File: src/rtl/sb_cfg_pkg.sv
// Shared select encodings and index helpers for the corner switch block.
package sb_cfg_pkg;

    localparam int unsigned SEL_W = 2;

    localparam logic [SEL_W-1:0] SEL_OFF      = 2'b00;
    localparam logic [SEL_W-1:0] SEL_PIN      = 2'b01;
    localparam logic [SEL_W-1:0] SEL_TWIST    = 2'b10;
    localparam logic [SEL_W-1:0] SEL_STRAIGHT = 2'b11;

    // Twisted track index: track 0 maps to itself, others mirror across the channel.
    function automatic int unsigned tw(input int unsigned i, input int unsigned w);
        return (i == 0) ? 0 : (w - i);
    endfunction

    // Chain length for a channel of w tracks: two sides, SEL_W bits per mux.
    function automatic int unsigned chain_len(input int unsigned w);
        return 2 * w * SEL_W;
    endfunction

    // 4:1 track mux.
    function automatic logic mux4(input logic [SEL_W-1:0] sel, input logic pin,
                                  input logic twist, input logic straight);
        logic y;
        y = 1'b0;
        case (sel)
            SEL_PIN:      y = pin;
            SEL_TWIST:    y = twist;
            SEL_STRAIGHT: y = straight;
            default:      y = 1'b0;
        endcase
        return y;
    endfunction

endpackage

File: src/rtl/sb_cfg_chain.sv
// Serial configuration chain with shadow register and fill counter.
module sb_cfg_chain
    import sb_cfg_pkg::*;
#(
    parameter int unsigned CHAIN_L = 36
) (
    input  logic               prog_clk,
    input  logic               prog_reset,
    input  logic               ccff_head,
    input  logic               ccff_en,
    input  logic               cfg_commit,
    output logic [CHAIN_L-1:0] sh,
    output logic               ccff_tail,
    output logic               cfg_ready,
    output logic               cfg_err
);

    localparam int unsigned          CNT_W    = $clog2(CHAIN_L + 1);
    localparam logic [CNT_W-1:0]     CNT_FULL = CNT_W'(CHAIN_L);

    logic [CHAIN_L-1:0] sr;
    logic [CNT_W-1:0]   cnt;
    logic [CNT_W-1:0]   cnt_nxt;
    logic               cnt_full;

    assign cnt_full  = (cnt == CNT_FULL);
    assign ccff_tail = sr[CHAIN_L-1];

    // Next fill count: commit restarts the count, counting the shift of the same edge.
    always_comb begin
        cnt_nxt = cnt;
        if (cfg_commit) begin
            cnt_nxt = ccff_en ? CNT_W'(1) : '0;
        end else if (ccff_en && !cnt_full) begin
            cnt_nxt = cnt + CNT_W'(1);
        end
    end

    // Shift chain: newest bit enters at sr[0].
    always_ff @(posedge prog_clk or posedge prog_reset) begin
        if (prog_reset) begin
            sr <= '0;
        end else if (ccff_en) begin
            sr <= {sr[CHAIN_L-2:0], ccff_head};
        end
    end

    // Shadow captures the pre-edge chain so the muxes switch atomically.
    always_ff @(posedge prog_clk or posedge prog_reset) begin
        if (prog_reset) begin
            sh <= '0;
        end else if (cfg_commit) begin
            sh <= sr;
        end
    end

    // Fill counter, ready flag and sticky partial-commit error.
    always_ff @(posedge prog_clk or posedge prog_reset) begin
        if (prog_reset) begin
            cnt       <= '0;
            cfg_ready <= 1'b0;
            cfg_err   <= 1'b0;
        end else begin
            cnt       <= cnt_nxt;
            cfg_ready <= (cnt_nxt == CNT_FULL);
            if (cfg_commit && !cnt_full) begin
                cfg_err <= 1'b1;
            end
        end
    end

endmodule

File: src/rtl/sb_edge_cfg_chain.sv
// Corner switch block: top and left channel outputs driven by shadow-configured 4:1 muxes.
module sb_edge_cfg_chain
    import sb_cfg_pkg::*;
#(
    parameter int unsigned CHAN_W = 9
) (
    input  logic              prog_clk,
    input  logic              prog_reset,
    input  logic              ccff_head,
    input  logic              ccff_en,
    input  logic              cfg_commit,
    input  logic [CHAN_W-1:0] chany_top_in,
    input  logic [CHAN_W-1:0] chanx_left_in,
    input  logic [CHAN_W-1:0] top_pin_in,
    input  logic [CHAN_W-1:0] left_pin_in,
    output logic [CHAN_W-1:0] chany_top_out,
    output logic [CHAN_W-1:0] chanx_left_out,
    output logic              ccff_tail,
    output logic              cfg_ready,
    output logic              cfg_err
);

    localparam int unsigned CHAIN_L = chain_len(CHAN_W);

    logic [CHAIN_L-1:0] sh;

    if (CHAN_W < 2) begin : g_bad_width
        $error("sb_edge_cfg_chain: CHAN_W must be at least 2");
    end

    sb_cfg_chain #(
        .CHAIN_L (CHAIN_L)
    ) u_chain (
        .prog_clk   (prog_clk),
        .prog_reset (prog_reset),
        .ccff_head  (ccff_head),
        .ccff_en    (ccff_en),
        .cfg_commit (cfg_commit),
        .sh         (sh),
        .ccff_tail  (ccff_tail),
        .cfg_ready  (cfg_ready),
        .cfg_err    (cfg_err)
    );

    // One mux per output track; top tracks are muxes 0..CHAN_W-1, left tracks follow.
    for (genvar i = 0; i < CHAN_W; i++) begin : g_trk
        localparam int unsigned TW = tw(i, CHAN_W);
        localparam int unsigned MT = i;
        localparam int unsigned ML = CHAN_W + i;

        logic [SEL_W-1:0] sel_top;
        logic [SEL_W-1:0] sel_left;

        assign sel_top  = {sh[2*MT], sh[2*MT+1]};
        assign sel_left = {sh[2*ML], sh[2*ML+1]};

        assign chany_top_out[i]  = mux4(sel_top, top_pin_in[i],
                                        chanx_left_in[TW], chanx_left_in[i]);
        assign chanx_left_out[i] = mux4(sel_left, left_pin_in[i],
                                        chany_top_in[TW], chany_top_in[i]);
    end

endmodule

File: config.mk
export PLATFORM = sky130hd
export DESIGN_NAME = sb_edge_cfg_chain
export DESIGN_NICKNAME = d
export VERILOG_FILES = /design/src/rtl/sb_cfg_pkg.sv /design/src/rtl/sb_cfg_chain.sv /design/src/rtl/sb_edge_cfg_chain.sv
export SDC_FILE = /design/constraint.sdc
export NUM_CORES = 1
export LEC_CHECK = 0
export CORE_ASPECT_RATIO = 1.25
export CORE_MARGIN = 10
export CORE_UTILIZATION = 56
export DETAILED_ROUTE_END_ITERATION = 16
export MAX_ROUTING_LAYER = met4
export PLACE_DENSITY = 0.92
export SETUP_SLACK_MARGIN = 0.2
export SLEW_MARGIN = 25
export SYNTH_ARGS = -nofsm -noshare
export SYNTH_HDL_FRONTEND = slang
export SYNTH_SLANG_ARGS = --single-unit
File: constraint.sdc
create_clock -name prog_clk -period 4.53 [get_ports prog_clk]
set_clock_uncertainty 0.1 [all_clocks]
set_input_delay 0.6795 -clock prog_clk [delete_from_list [all_inputs] [get_ports prog_clk]]
set_output_delay 0.6795 -clock prog_clk [all_outputs]
set_load 0.005 [all_outputs]
After elaboration in Yosys (flattened, before gate mapping)
Index checks and enable logic that the tools add are counted.

storage, ports and cells
  word-level logic and storage cells = 88
  bits in registers = 80

operators by class
  add/sub/neg operators = 1
  muxes and demuxes = 21
  reductions and logical operators = 5
  equal/unequal tests = 56

operators with widths
  cell                                                  count
  equality test 2 bit (second input constant)           36
  case mux 1 bit (3 select lines)                       16
  equality test 2 x 1 -> 1 bit (second input constant)  18
  equality test 6 bit (second input constant)           2
  2-to-1 mux 6 bit                                      2
  adder 6 x 1 -> 6 bit (second input constant)          1
  case mux 1 bit (2 select lines)                       2
  OR reduction 2 bit                                    2
  logical AND 1 bit                                     2
  logical NOT 1 bit                                     1
  2-to-1 mux 1 bit                                      1

Depth between registers and ports, before layout
  word-level depth = 6
  mapped depth = 6
  gate-level depth less buffers = 6

Modules after synthesis
A second synthesis with hierarchy kept.

second synthesis, totals
  cell total of the unflattened synthesis = 253
  area total of the unflattened synthesis = 3510.9 µm²

modules (own cells, without submodules)
  module             area each (µm²)  instances  sequential area each (µm²)  cells an instance
  sb_cfg_chain       3105.5           1          2001.9                      199
  sb_edge_cfg_chain  405.4            1          0.0                         54

Worst setup path after synthesis
OpenSTA, ideal clock, no wires.

  kind = input to register
  from = input port ccff_en
  to = register u_chain.cfg_ready
  path slack = 2.565 ns
  setup time = 0.087 ns
  cell stages on the path = 5
  arrival = 1.778 ns
  cell sequence = buf_2 nand4_2 or3_1 a221o_1 a211oi_2

between the ends
  cells in the longest elaborated chain, start to end = 4

ends and longest elaborated chain
  element                  RTL line                 text
  start, declared          sb_edge_cfg_chain.sv:10  input logic ccff_en,
  logical AND 1 bit        sb_cfg_chain.sv:34       end else if (ccff_en && !cnt_full) begin
  2-to-1 mux 6 bit         sb_cfg_chain.sv:34
  2-to-1 mux 6 bit (*)     sb_cfg_chain.sv:32       if (cfg_commit) begin
  equality test 6 bit (*)  sb_cfg_chain.sv:65       cfg_ready <= (cnt_nxt == CNT_FULL);
  end signal, assigned     sb_cfg_chain.sv:65
  end, declared            sb_cfg_chain.sv:14       output logic cfg_ready,

Every way passes the cells marked *; elsewhere a longest branch is shown, timed or not.
A chain may end at the register's enable or synchronous reset.

Worst setup path in the final report
  from = input port chany_top_in[2]
  to = output port chanx_left_out[2]

between the ends
  cells in the longest elaborated chain, start to end = 1

ends and longest elaborated chain
  element                          RTL line                 text
  start, declared                  sb_edge_cfg_chain.sv:12  input logic [CHAN_W-1:0] chany_top_in,
  case mux 1 bit (3 select lines)  sb_cfg_pkg.sv:26         case (sel)
  end, declared                    sb_edge_cfg_chain.sv:17  output logic [CHAN_W-1:0] chanx_left_out,

No other way between the ends.

==> flow_summary.ini <==
[die]
pin_count = 62
die_width_um = 90.9
core-area_mm2 = 0.00613
die_y_um = 109
dieArea_mm2 = 0.00988
start_util_pct = 57.5
rows = 32

[timing]
fin_crit_sh_pct = 61.4
finalSetupViolCount = 0
rsz0062_at_grt = no
fmax_mhz = 360
hold_violations = 0
fin_crit_ns = 2.78
tns_ns = 0
max_slew.worst_pin.slew_ns = 1.00
slew_headroom_pct = 33.2
slew_violations = 0

[global_route]
grt_pass1_wl_mm = 12.4
first_global_vias = 2558
grt_util_met1_pct = 18.3
grt_max_degree = 48
met3_usage_pct = 3.37
groute.usage.overall_pct = 15.9
grt_overflow = 0
use_met2_pct = 27.0
busiest_layer = met2
antenna_found_initial = 0

[clock_tree]
insertion_delay_ns = 0.34
cts_hold_buf = 0
htree_num_levels = 3
clockBufferDepth = 2
clk_pin_slew_worst_paths_ns = 0.08
root_buffer = clkbuf_8
cts-resized-gates = 0
cts_setup_buffers = 0
cts.sinks = 80
cts_buffers = 9
cts_tree = done

[hold_path]
hold_end = u_chain.cfg_err
hold_depth = 1
hold_class = reg2reg
hold_start = u_chain.cfg_err

[placement]
io_buffers = 61
gp_congestion = 0.762
post-dp-hpwl_mm = 4.92
place_inst = 409

[yosys]
synth_xor_area_share_pct = 0.498
yosys.area_share.simple_pct = 6.04
ys.flop_type = dfrtp_1
synthArstFlopShare_pct = 100
synth_top_area_share_pct = 56.9
synth.area.top_cells = dfrtp_1 57%, mux2_2 28%, nand2_1 4.4%
synth_fa_ha_area_share_pct = 0.711
syn_nets = 314
yosysMostFrequentCell = mux2_2
ys_seq_area_share_pct = 56.9
synth_compound_area_share_pct = 5.44
yosys-top-cells-count = 88 x mux2_2, 80 x dfrtp_1, 41 x nand2_1
ys_types = 26
synth_area_per_cell_um2 = 13.0
yosysTopAreaCell = dfrtp_1
muxShareOfSynthArea_pct = 28.7
synth_edf_count = 0
synthesis.area_mm2 = 0.00352
synth_top_family_by_area = multiplexers
yosysWarnings = 0
syn_inst = 271
ys_seq_elements = 80

[pwr]
p_leak_nw = 1.94
peakVddDrop_v = 0.000294
clockPowerShare_pct = 27.0
seq_power_share_pct = 49.2
intPower_w = 0.00167
swShare_pct = 26.5
power_w = 0.00227
p_switching_w = 0.000602
powerDensity_mw_per_mm2 = 513
p_comb_share_pct = 23.7

[run_status]
status = finished clean

[setup_path]
r2r_slack_ns = 2.62
start_kind = input port
crit_fanout = 2
worstPathRequired_ns = 3.75
reg2reg_from = u_chain.cnt[0]
regToRegEndpoint = u_chain.cfg_ready
endpoint_kind = output pin
reg2reg_depth = 6
crit_start = chany_top_in[2]
cp.arrival_ns = 2.00
critical_path_class = in2out

[layout]
antenna_cells = 0
nets = 378
final_cells = 424
syn_to_final_growth_pct = 26.0
utilization_pct = 72.4
drive_gt1_share_pct = 32.7

[route]
first_iter_violations = 113
vias = 2319
wl_per_cell_um = 17.2
antenna_left = 0
vias_per_cell = 5.47
wirelength_mm = 7.29
drc = 0
firstDrtPassIters = 4

[job]
maxCapViolCount = 0
## sequential cells by signal (all words and copies together) (netlist names)
register,count
u_chain.sr,36
u_chain.cfg_ready,1
u_chain.cnt,6
u_chain.cfg_err,1
u_chain.sh,36
## cells by family (layout without fill, tap and decap cells)
group                    after synthesis  in the layout
XOR/XNOR                               2              2
flip-flops                            80             80
AND/OR/NAND/NOR                       50             50
multiplexers                          90             90
buffers and inverters                 15             83
AO/OA/AOI/OAI                         32             32
adder cells (fa/ha/maj)                2              2
## per-stage QoR
step                      area (um^2)  setup WS, ns  hold WS, ns
after floorplan                  3520          1.70        0.351
after detailed placement         4200          1.74        0.364
after CTS                        4430          1.74        0.382
after global placement           4200          1.77        0.346
final                            4430          1.75        0.378
after global routing             4430          1.66        0.411
## cell usage in the layout (no fill, tap or decap)
| cell | count |
|---|---|
| and4b_1 | 1 |
| clkinv_4 | 1 |
| a21o_1 | 2 |
| or3_1 | 1 |
| a211oi_2 | 1 |
| xor2_1 | 2 |
| clkbuf_1 | 1 |
| buf_2 | 2 |
| a211o_1 | 1 |
| mux2i_1 | 2 |
| a21bo_2 | 1 |
| o21bai_1 | 1 |
| buf_4 | 2 |
| ha_1 | 2 |
| o211ai_1 | 1 |
| nand4_2 | 1 |
| dfrtp_1 | 80 |
| or3_2 | 1 |
| inv_1 | 4 |
| inv_2 | 1 |
| nand3_1 | 1 |
| nand4_1 | 1 |
| a21oi_1 | 5 |
| clkdlybuf4s50_1 | 59 |
| bufinv_16 | 3 |
| a221o_1 | 1 |
| nor2_1 | 3 |
| nand2_1 | 41 |
| clkinvlp_4 | 1 |
| mux2_2 | 88 |
| o21ai_0 | 19 |
| clkbuf_8 | 9 |
## power by group through the flow
stage	Clock, W	Sequential, W	Combinational (W)
6_report	0.000615	0.00112	0.000540
5_1_grt	0.000651	0.00116	0.000595
4_1_cts	0.000626	0.00112	0.000551
3_5_place_dp	0	0.00113	0.000540
3_3_place_gp	0	0.00111	0.000517
2_1_floorplan	0	0.00106	0.000344
## worst max-delay path, stage by stage
cell             delay, ns
clkdlybuf4s50_1       0.45
mux2_2                0.28
nand2_1               0.06
o21ai_0               0.08
clkdlybuf4s50_1       0.46
## layer usage
layer  part of all wire (%)  routed length (um)
met5                      0                   0
met4                    1.3                  95
met3                    2.7                 195
met2                     52                3770
met1                     44                3220
## layout make-up
class	instances	area (um^2)
timing repair buffer	63	616
sequential	80	2000
fill	414	1690
multi-input combinational	176	1460
clock buffer	10	128
clock inverter	5	106
inverter	5	18.8
tap	85	106
## how the worst max path moves through the flow
stage	end	slack, ns	cells past startpoint
floorplan	u_chain.cfg_err	1.70	1
global placement	chanx_left_out[2]	1.77	5
global route	chanx_left_out[2]	1.66	5
detailed placement	chanx_left_out[2]	1.74	5
finish	chanx_left_out[2]	1.75	5
CTS	chanx_left_out[2]	1.74	5
No activity file was read; power rests on OpenSTA's default activity.
